$ cat config.mk
export PLATFORM = sky130hd
export DESIGN_NAME = ica_pass_sequencer
export DESIGN_NICKNAME = d
export VERILOG_FILES = /design/src/rtl/ica_pkg.sv /design/src/rtl/busy_edge_watch.sv /design/src/rtl/ica_pass_sequencer.sv
export SDC_FILE = /design/constraint.sdc
export NUM_CORES = 1
export LEC_CHECK = 0
export CORE_UTILIZATION = 25
export DETAILED_ROUTE_END_ITERATION = 12
export HOLD_SLACK_MARGIN = 0.15
export PLACE_DENSITY = 0.38
export RECOVER_POWER = 100
export SYNTH_ARGS = -nofsm -noshare
export SYNTH_HDL_FRONTEND = slang
export SYNTH_SLANG_ARGS = --single-unit
$ cat constraint.sdc
create_clock -name clk -period 2.7 [get_ports clk]
set_input_delay 0.27 -clock clk [delete_from_list [all_inputs] [get_ports clk]]
set_output_delay 0.27 -clock clk [all_outputs]
set_load 0.05 [all_outputs]
$ cat src/rtl/ica_pkg.sv
// Shared types and constants for the FastICA run sequencer and its helpers.
package ica_pkg;

  localparam int ADDR_W    = 14;
  localparam int DATA_W    = 26;
  localparam int N_SAMPLES = 16384;

  typedef enum logic [3:0] {
    IDLE,
    WHT_START,
    WHT_WAIT,
    WR_REQ,
    WR_STORE,
    ICA_START,
    ICA_READ,
    ICA_WAIT,
    DONE
  } seq_state_e;

  // Pass counter increment that sticks at 255 instead of wrapping.
  function automatic logic [7:0] sat_inc8(input logic [7:0] v);
    return (v == 8'hFF) ? v : v + 8'd1;
  endfunction

endpackage

$ cat src/rtl/busy_edge_watch.sv
// Watches one busy handshake: flags its rise-then-fall and a wait that ran too long.
module busy_edge_watch #(
  parameter int TIMEOUT = 65535
) (
  input  logic clk,
  input  logic rst_n,
  input  logic active,
  input  logic busy_in,
  output logic fell_pulse,
  output logic timeout_pulse
);

  localparam int CNT_W = $clog2(TIMEOUT + 1);

  logic             seen_rise;
  logic [CNT_W-1:0] wait_cnt;

  // Leaving the wait state clears everything, so each entry starts a fresh wait.
  always_ff @(posedge clk) begin
    if (!rst_n || !active) begin
      seen_rise <= 1'b0;
      wait_cnt  <= '0;
    end else begin
      if (busy_in) seen_rise <= 1'b1;
      if (!timeout_pulse) wait_cnt <= wait_cnt + CNT_W'(1);
    end
  end

  assign fell_pulse    = active && seen_rise && !busy_in;
  assign timeout_pulse = active && (wait_cnt == CNT_W'(TIMEOUT - 1));

endmodule

$ cat src/rtl/ica_pass_sequencer.sv
// Sequences whitening, sample storage and repeated FastICA passes over the
// shared sample RAM, using clock enables on the single system clock.
module ica_pass_sequencer #(
  parameter int N_SAMPLES    = ica_pkg::N_SAMPLES,
  parameter int ADDR_W       = ica_pkg::ADDR_W,
  parameter int MAX_ITER     = 64,
  parameter int BUSY_TIMEOUT = 65535
) (
  input  logic              clk,
  input  logic              rst_n,
  input  logic              go,
  input  logic              whitening_busy,
  input  logic              fastica_busy,
  input  logic              converged,
  output logic              go_whitening,
  output logic              en_whitening,
  output logic              new_one,
  output logic              en_mem,
  output logic              rw,
  output logic [ADDR_W-1:0] addr,
  output logic              go_fastica,
  output logic              en_fastica,
  output logic              busy,
  output logic              done,
  output logic              error,
  output logic [7:0]        iter_count
);

  import ica_pkg::*;

  localparam logic [ADDR_W-1:0] LAST_ADDR = ADDR_W'(N_SAMPLES - 1);

  seq_state_e state;
  logic       go_q;
  logic       draining;
  logic       wht_active, ica_active;
  logic       wht_fell, wht_timeout;
  logic       ica_fell, ica_timeout;
  logic [7:0] iter_next;

  assign wht_active = (state == WHT_WAIT);
  assign ica_active = (state == ICA_WAIT);
  assign iter_next  = sat_inc8(iter_count);

  busy_edge_watch #(.TIMEOUT(BUSY_TIMEOUT)) u_wht_watch (
    .clk           (clk),
    .rst_n         (rst_n),
    .active        (wht_active),
    .busy_in       (whitening_busy),
    .fell_pulse    (wht_fell),
    .timeout_pulse (wht_timeout)
  );

  busy_edge_watch #(.TIMEOUT(BUSY_TIMEOUT)) u_ica_watch (
    .clk           (clk),
    .rst_n         (rst_n),
    .active        (ica_active),
    .busy_in       (fastica_busy),
    .fell_pulse    (ica_fell),
    .timeout_pulse (ica_timeout)
  );

  // Outputs are registered alongside the state, so each one is set on the
  // transition into the state that owns it.
  always_ff @(posedge clk) begin
    if (!rst_n) begin
      state        <= IDLE;
      go_q         <= 1'b0;
      draining     <= 1'b0;
      go_whitening <= 1'b0;
      en_whitening <= 1'b0;
      new_one      <= 1'b0;
      en_mem       <= 1'b0;
      rw           <= 1'b0;
      addr         <= '0;
      go_fastica   <= 1'b0;
      en_fastica   <= 1'b0;
      busy         <= 1'b0;
      done         <= 1'b0;
      error        <= 1'b0;
      iter_count   <= '0;
    end else begin
      go_q         <= go;
      go_whitening <= 1'b0;
      new_one      <= 1'b0;
      go_fastica   <= 1'b0;
      done         <= 1'b0;
      // RAM read data appears one cycle after the read strobe.
      en_fastica   <= en_mem && !rw;

      case (state)
        IDLE: begin
          if (go && !go_q) begin
            state        <= WHT_START;
            busy         <= 1'b1;
            error        <= 1'b0;
            iter_count   <= '0;
            go_whitening <= 1'b1;
            en_whitening <= 1'b1;
          end
        end

        WHT_START: state <= WHT_WAIT;

        WHT_WAIT: begin
          if (wht_fell) begin
            addr    <= '0;
            state   <= WR_REQ;
            new_one <= 1'b1;
          end else if (wht_timeout) begin
            error        <= 1'b1;
            en_whitening <= 1'b0;
            busy         <= 1'b0;
            done         <= 1'b1;
            state        <= DONE;
          end
        end

        WR_REQ: begin
          state        <= WR_STORE;
          en_whitening <= 1'b0;
          en_mem       <= 1'b1;
          rw           <= 1'b1;
        end

        WR_STORE: begin
          en_mem <= 1'b0;
          rw     <= 1'b0;
          if (addr == LAST_ADDR) begin
            addr       <= '0;
            state      <= ICA_START;
            go_fastica <= 1'b1;
          end else begin
            addr         <= addr + ADDR_W'(1);
            state        <= WR_REQ;
            new_one      <= 1'b1;
            en_whitening <= 1'b1;
          end
        end

        ICA_START: begin
          state  <= ICA_READ;
          en_mem <= 1'b1;
        end

        // The extra drain cycle lets the last sample reach FastICA before waiting.
        ICA_READ: begin
          if (draining) begin
            draining <= 1'b0;
            state    <= ICA_WAIT;
          end else if (addr == LAST_ADDR) begin
            en_mem   <= 1'b0;
            draining <= 1'b1;
          end else begin
            addr <= addr + ADDR_W'(1);
          end
        end

        ICA_WAIT: begin
          if (ica_fell) begin
            iter_count <= iter_next;
            if (converged || (32'(iter_next) == MAX_ITER)) begin
              busy  <= 1'b0;
              done  <= 1'b1;
              state <= DONE;
            end else begin
              addr       <= '0;
              state      <= ICA_START;
              go_fastica <= 1'b1;
            end
          end else if (ica_timeout) begin
            error <= 1'b1;
            busy  <= 1'b0;
            done  <= 1'b1;
            state <= DONE;
          end
        end

        DONE: state <= IDLE;

        default: state <= IDLE;
      endcase
    end
  end

endmodule

==> run summary <==
Static leakage -> 1.702 nW
Seq pwr share -> 45.3%
Critical Path Start Type -> flop
Top area cells in the synthesized netlist -> dfxtp_1, nor2_1, nand2_1, a21oi_1, xnor2_1
Peak supply drop -> 0.0002712 V
Slew @ Worst Pin -> 0.8780 ns
Crit. Startpoint -> state[2]$_SDFFE_PN0P_
Final setup fails -> 0
CP peak stage delay -> 0.58 ns
Largest net degree at the start of global routing -> 30
Total CTS buffers -> 9
I/O Pins -> 38
Post-route clock period utilization -> 91.34%
Post-route antenna net violation count -> 0
Main combinational cell family by area after synthesis -> simple AND/OR/NAND/NOR gates
IO Port Bufs -> 37
CP Class -> reg2reg
HP Start -> en_mem$_SDFFE_PN0P_
CP Data Arrival Time -> 2.74 ns
First drt pass iteration count -> 8
Ys flop type -> dfxtp_1
Setup Skew -> 0.005717 ns
#FFs+latches synth -> 72
Global route total overflow -> 0
Die Wd -> 125.5 um
Number of synthesis warnings -> 0
Sw Ratio -> 26.20%
Drt total wl -> 9943 um
CP Cell Sequence -> inv_1 -> a211oi_1 -> o311ai_2 -> nand2b_1 -> o41ai_1 -> o2bb2ai_1
Initial antenna violation count -> 0
DP Cell Count -> 671
Crit Reg-Reg Startpoint -> state[2]$_SDFFE_PN0P_
Unrepaired setup endpoints after global routing -> no
Cts hold-fix bufs -> 0
Synth top area share -> 37.81%
Count leader, synth -> dfxtp_1
Clock buffer depth -> 2
Via count -> 3398
Post-route DRC -> 2
Critical-path maximum fanout -> 12
WL/cell -> 14.47 um
Tot Pwr -> 2.432 mW
Post-synth cell types -> 61
Post-synthesis compound-gate area fraction -> 19.66%
Hold Fails Final Rpt -> 0
First-pass GRT wire length -> 16740 um
Clk slew on worst S/H paths -> 0.06 ns
CP endpoint kind -> flop
Clock sinks -> 72
Post-DP Area -> 0.004407 mm2
Fin Setup TNS -> 0 ns
EDFF count, synth -> 0
Worst min path class -> reg2reg
DR vias/cell -> 4.946
Multiplexer area fraction after synthesis -> 0.7877%
Initial core utilization -> 25.94%
Clk Tree Root Cell -> clkbuf_16
Rel. slew slack -> 40.93%
CP Data Required Time -> 2.97 ns
Synth Instances -> 457
Syn_area_per_cell -> 8.342 um2
Total setup buffers inserted after CTS -> 0
Number of global-route vias before repair -> 3290
Simple-gate share of the synthesized area -> 29.64%
Clock network power share -> 45.4%
Tot GR Track Use -> 13.35%
Net Sw Power -> 0.6370 mW
Slowest-stage cell, CP -> dfxtp_1
Std-Cell Rows -> 44
Die ar. -> 0.01575 mm2
Status -> finished with violations
Pwr per Cell Area -> 524.8 mW/mm2
Post-Synth XOR/XNOR Area -> 5.973%
DP HPWL -> 6969 um
Synth async-reset ratio -> 0%
Die H -> 125.5 um
# Max-Cap Violations -> 0
Comb power frac -> 9.3%
Synth top cells by count -> dfxtp_1, nor2_1, nand2_1, a21oi_1, nand3_1
Finished layout cell area -> 0.004633 mm2
Tmin final -> 2.466 ns
Int Power -> 1.795 mW
Sequential share of the synthesized area -> 37.81%
Max Freq -> 405.5 MHz
Failing checks -> design-rule violations
GP Congestion -> 0.7707
Slew Viols, Final -> 0
Area leader, netlist -> dfxtp_1
Layout Nets -> 510
Area delta synth->final -> 21.53%
First DRT Iteration DRCs -> 217
Share of cells above drive strength 1 -> 9.543%
Core area -> 0.01470 mm2
Cell Count, Final, Fillers Out -> 687
Htree depth -> 3
Antenna cell count -> 0
CTS tree -> done
Syn_nets -> 469
Post-synthesis adder-cell area fraction -> 1.969%
Post-Syn Area -> 0.003812 mm2
Clock insertion delay at the later pin of the skew report -> 0.34 ns
PostCTS Resize Cnt -> 0
## logic make-up after synthesis
group                    after synthesis
multiplexers                           3
AND/OR/NAND/NOR                      211
buffers and inverters                 33
AO/OA/AOI/OAI                        106
XOR/XNOR                              26
adder cells (fa/ha/maj)                6
flip-flops                            72
## metal layers
| layer | global-route usage, % | share of wire (%) | vias up |
|---|---|---|---|
| met3 | 3.979 | 3.1 | 7 |
| met5 | 0 | 0 | - |
| met4 | 4.089 | 0.96 | 0 |
| met2 | 19.67 | 45 | 53 |
| li1 | - | - | 1749 |
| met1 | 18.53 | 51 | 1589 |
## sequential cells by signal, indices dropped and copies added (netlist names), 4 cells and up
register,cells
iter_count,8
u_wht_watch.wait_cnt,16
state,4
u_ica_watch.wait_cnt,16
addr,14
## stage by stage
step | setup WS, ns | util, % | hold WS, ns
6_report | 0.2337 | 31.52 | 0.4562
5_1_grt | 0.06701 | 31.52 | 0.4979
4_1_cts | 0.2870 | 31.84 | 0.4695
3_5_place_dp | 0.2110 | 29.98 | 0.4528
3_3_place_gp | 0.2347 | 29.98 | 0.4512
2_1_floorplan | 0.4083 | - | 0.3858
## worst max-delay path, delay by kind of cell (launching register included)
family | cells | cell delay (ns)
AO/OA/AOI/OAI | 4 | 1.19
AND/OR/NAND/NOR | 1 | 0.37
buffers and inverters | 1 | 0.26
flip-flops | 1 | 0.58
## worst paths after layout
check	slack [ns]	depth (start not counted)	to
min	0.46	2	en_fastica$_SDFF_PN0_
min reg2reg	0.46	2	en_fastica$_SDFF_PN0_
max reg2reg	0.23	6	addr[13]$_SDFFE_PN0P_
max	0.23	6	addr[13]$_SDFFE_PN0P_
## layout by cell type, fill, tap and decap left out, types with 3 or more instances in the layout
cell type,netlist,layout
or3_1,7,8
nand3_1,23,23
o2111a_1,4,4
clkbuf_16,0,9
ha_1,6,6
o221a_2,7,7
or2_2,3,3
clkinv_2,0,4
nand2_1,40,40
nand2b_1,3,3
a31oi_1,8,8
and4_1,8,8
o21a_1,3,3
inv_1,13,13
clkbuf_1,10,3
nand4_1,16,16
nor2_1,58,59
xor2_1,11,11
buf_4,2,10
a21oi_1,29,29
nor4_1,2,3
o21ai_0,22,22
mux2i_1,3,3
a211oi_1,7,7
and3_1,15,15
nor3_1,12,12
clkdlybuf4s50_1,0,4
dlygate4sd3_1,0,33
and2_1,6,4
nor2b_1,3,3
dfxtp_1,72,72
xnor2_1,15,15
## final cells by class
type / count / area [um2]
Clock inverter: 6 / 35.03
Inverter: 13 / 48.80
Sequential cell: 72 / 1441
Multi-Input combinational cell: 352 / 2182
Tap cell: 184 / 230.2
Fill cell: 1561 / 10070
Clock buffer: 10 / 239.0
Timing Repair Buffer: 50 / 456.7
## power by group through the flow
stage / clock [mW] / combinational [mW] / sequential, mW
global route: 1.20 / 0.248 / 1.11
global placement: 0 / 0.239 / 1.13
detailed placement: 0 / 0.237 / 1.13
CTS: 1.16 / 0.239 / 1.10
floorplan: 0 / 0.126 / 1.15
finish: 1.10 / 0.226 / 1.10
(Power assumes the default switching activity.)
==> RTL edit, RTL diff (same flow settings) <==
Add an input register stage for `go`, `whitening_busy`, `fastica_busy` and `converged`, with the module's reset; this delays them by one clock.
--- a/src/rtl/ica_pass_sequencer.sv
+++ b/src/rtl/ica_pass_sequencer.sv
@@ -30,6 +30,25 @@
 
   localparam logic [ADDR_W-1:0] LAST_ADDR = ADDR_W'(N_SAMPLES - 1);
 
+  logic go_r;
+  logic whitening_busy_q;
+  logic fastica_busy_q;
+  logic converged_q;
+
+  always_ff @(posedge clk) begin
+    if (!rst_n) begin
+      go_r             <= '0;
+      whitening_busy_q <= '0;
+      fastica_busy_q   <= '0;
+      converged_q      <= '0;
+    end else begin
+      go_r             <= go;
+      whitening_busy_q <= whitening_busy;
+      fastica_busy_q   <= fastica_busy;
+      converged_q      <= converged;
+    end
+  end
+
   seq_state_e state;
   logic       go_q;
   logic       draining;
@@ -46,7 +65,7 @@
     .clk           (clk),
     .rst_n         (rst_n),
     .active        (wht_active),
-    .busy_in       (whitening_busy),
+    .busy_in       (whitening_busy_q),
     .fell_pulse    (wht_fell),
     .timeout_pulse (wht_timeout)
   );
@@ -55,7 +74,7 @@
     .clk           (clk),
     .rst_n         (rst_n),
     .active        (ica_active),
-    .busy_in       (fastica_busy),
+    .busy_in       (fastica_busy_q),
     .fell_pulse    (ica_fell),
     .timeout_pulse (ica_timeout)
   );
@@ -80,7 +99,7 @@
       error        <= 1'b0;
       iter_count   <= '0;
     end else begin
-      go_q         <= go;
+      go_q         <= go_r;
       go_whitening <= 1'b0;
       new_one      <= 1'b0;
       go_fastica   <= 1'b0;
@@ -90,7 +109,7 @@
 
       case (state)
         IDLE: begin
-          if (go && !go_q) begin
+          if (go_r && !go_q) begin
             state        <= WHT_START;
             busy         <= 1'b1;
             error        <= 1'b0;
@@ -159,7 +178,7 @@
         ICA_WAIT: begin
           if (ica_fell) begin
             iter_count <= iter_next;
-            if (converged || (32'(iter_next) == MAX_ITER)) begin
+            if (converged_q || (32'(iter_next) == MAX_ITER)) begin
               busy  <= 1'b0;
               done  <= 1'b1;
               state <= DONE;
Function: changed (a bounded check fails within 4 cycles, from zero or initial values and one cycle with rst_n low).
==> RTL edit against the unedited design <==
  * Setup slack worse by 5.6 ps
  * Wire length up 4.1%
  * Design area rose by 0.81%
  * Hold slack better by 2.0 ps
  * Sequential cell count up 4
  * Combinational power shrank 21%
  * Sequential power increased by 5%
  * Area after synthesis fell by 1.9%
  * Sequential share of layout area rose by 1.5 points
  * Power is 7.1% higher
  * Critical path depth did not move
==> RTL edit: results (changes against the unedited design) <==
Run status
  • Status: finished, final reports clean

Routing
  • Top Metal Used: met5
  • Routed wl met2: 4.798 mm (+6.7%)
  • WL/cell: 14.74 µm (+1.9%)
  • DR vias/cell: 5.074 (+2.6%)
  • DRT Wirelength: 10.35 mm (+4.1%)

STA
  • Clock Skew: 6.716 ps (+0.9995 ps)

Global route
  • Vias in the first global route: 3529 (+7.3%)
  • Met1 Use GR: 0.1732 (-0.01213)
  • Met2 Use GR: 0.2311 (+0.03434)

Power and ir drop
  • PwrDens: 557.6 nW/µm² (+6.2%)
  • Sw Pwr: 655.8 µW (+2.9%)
  • Worst vdd ir: 0.0002735 V (+0.86%)

Critical path
  • Reg2reg start: state[0]$_SDFFE_PN0P_
  • Crit Reg-Reg Endpoint: addr[9]$_SDFFE_PN0P_

Synth
  • Avg Cell Area, Syn: 8.008 µm² (-4.0%)
  • Post-synthesis sequential area ratio: 0.4068 (+0.02875)
  • Distinct cell type count after synthesis: 52 (-15%)
  • Mapped Area: 3740 µm² (-1.9%)

Layout
  • Fraction of area in multi-input gates: 0.4498 (-0.02120)
  • Non-clock inverters: 10 (-3)
  • #MultiIn Comb: 362 (+2.8%)
  • Layout cells sized above 1: 0.06178 (-0.03365)
  • Synth-to-Final Area Change: 24.89%
  • Number of non-clock buffers: 54 (+8.0%)
  • Fill cells: 1547 (-0.90%)
  • Nets: 525 (+2.9%)
  • NonClk Buf Share: 0.1010 (+0.002422)

Min path
  • Hold endpoint: u_ica_watch.seen_rise$_SDFFE_PP0P_

Placement
  • DP Wirelength: 7.296 mm (+4.7%)
  • RD Place Congestion: 0.8174 (+6.1%)
## RTL edit: changes by cell type in the layout (fill, tap and decap cells not counted), sizes merged, moves of 5 or more
cell | before | now
o221a | 7 | 0
and4 | 8 | 3
clkbuf | 13 | 18
xnor2 | 15 | 9
a311oi | 0 | 7
nand2 | 40 | 51
a21oi | 30 | 35
and3 | 15 | 9
nand3 | 23 | 29
nor4 | 4 | 10
## RTL edit: power by group through the flow
| stage | Sequential [µW] | Clock [µW] | Combinational [µW] |
|---|---|---|---|
| after CTS | 1170 | 1310 | 195 |
| after detailed placement | 1190 | 0 | 194 |
| after global placement | 1190 | 0 | 196 |
| after global routing | 1170 | 1350 | 198 |
| final | 1160 | 1260 | 179 |
| after floorplan | 1210 | 0 | 95.3 |
## RTL edit: worst max-delay path by stage
| stage | endpoint | cells past startpoint | start | slack, ps |
|---|---|---|---|---|
| floorplan | addr[2]$_SDFFE_PN0P_ | 8 | addr[0]$_SDFFE_PN0P_ | 140 |
| global placement | addr[9]$_SDFFE_PN0P_ | 6 | state[0]$_SDFFE_PN0P_ | 310 |
| detailed placement | addr[4]$_SDFFE_PN0P_ | 7 | iter_count[0]$_SDFFE_PN0P_ | 270 |
| CTS | addr[4]$_SDFFE_PN0P_ | 7 | iter_count[0]$_SDFFE_PN0P_ | 240 |
| global route | addr[3]$_SDFFE_PN0P_ | 7 | iter_count[0]$_SDFFE_PN0P_ | 20 |
| finish | addr[9]$_SDFFE_PN0P_ | 6 | state[0]$_SDFFE_PN0P_ | 230 |
## RTL edit: logic make-up after synthesis
group           synth area share
compound gates            0.1756
xor+xnor                 0.04684
fa+ha+maj                0.02007
buf+inv                  0.03011
flops                     0.4068
mux                     0.005353
simple gates              0.3152
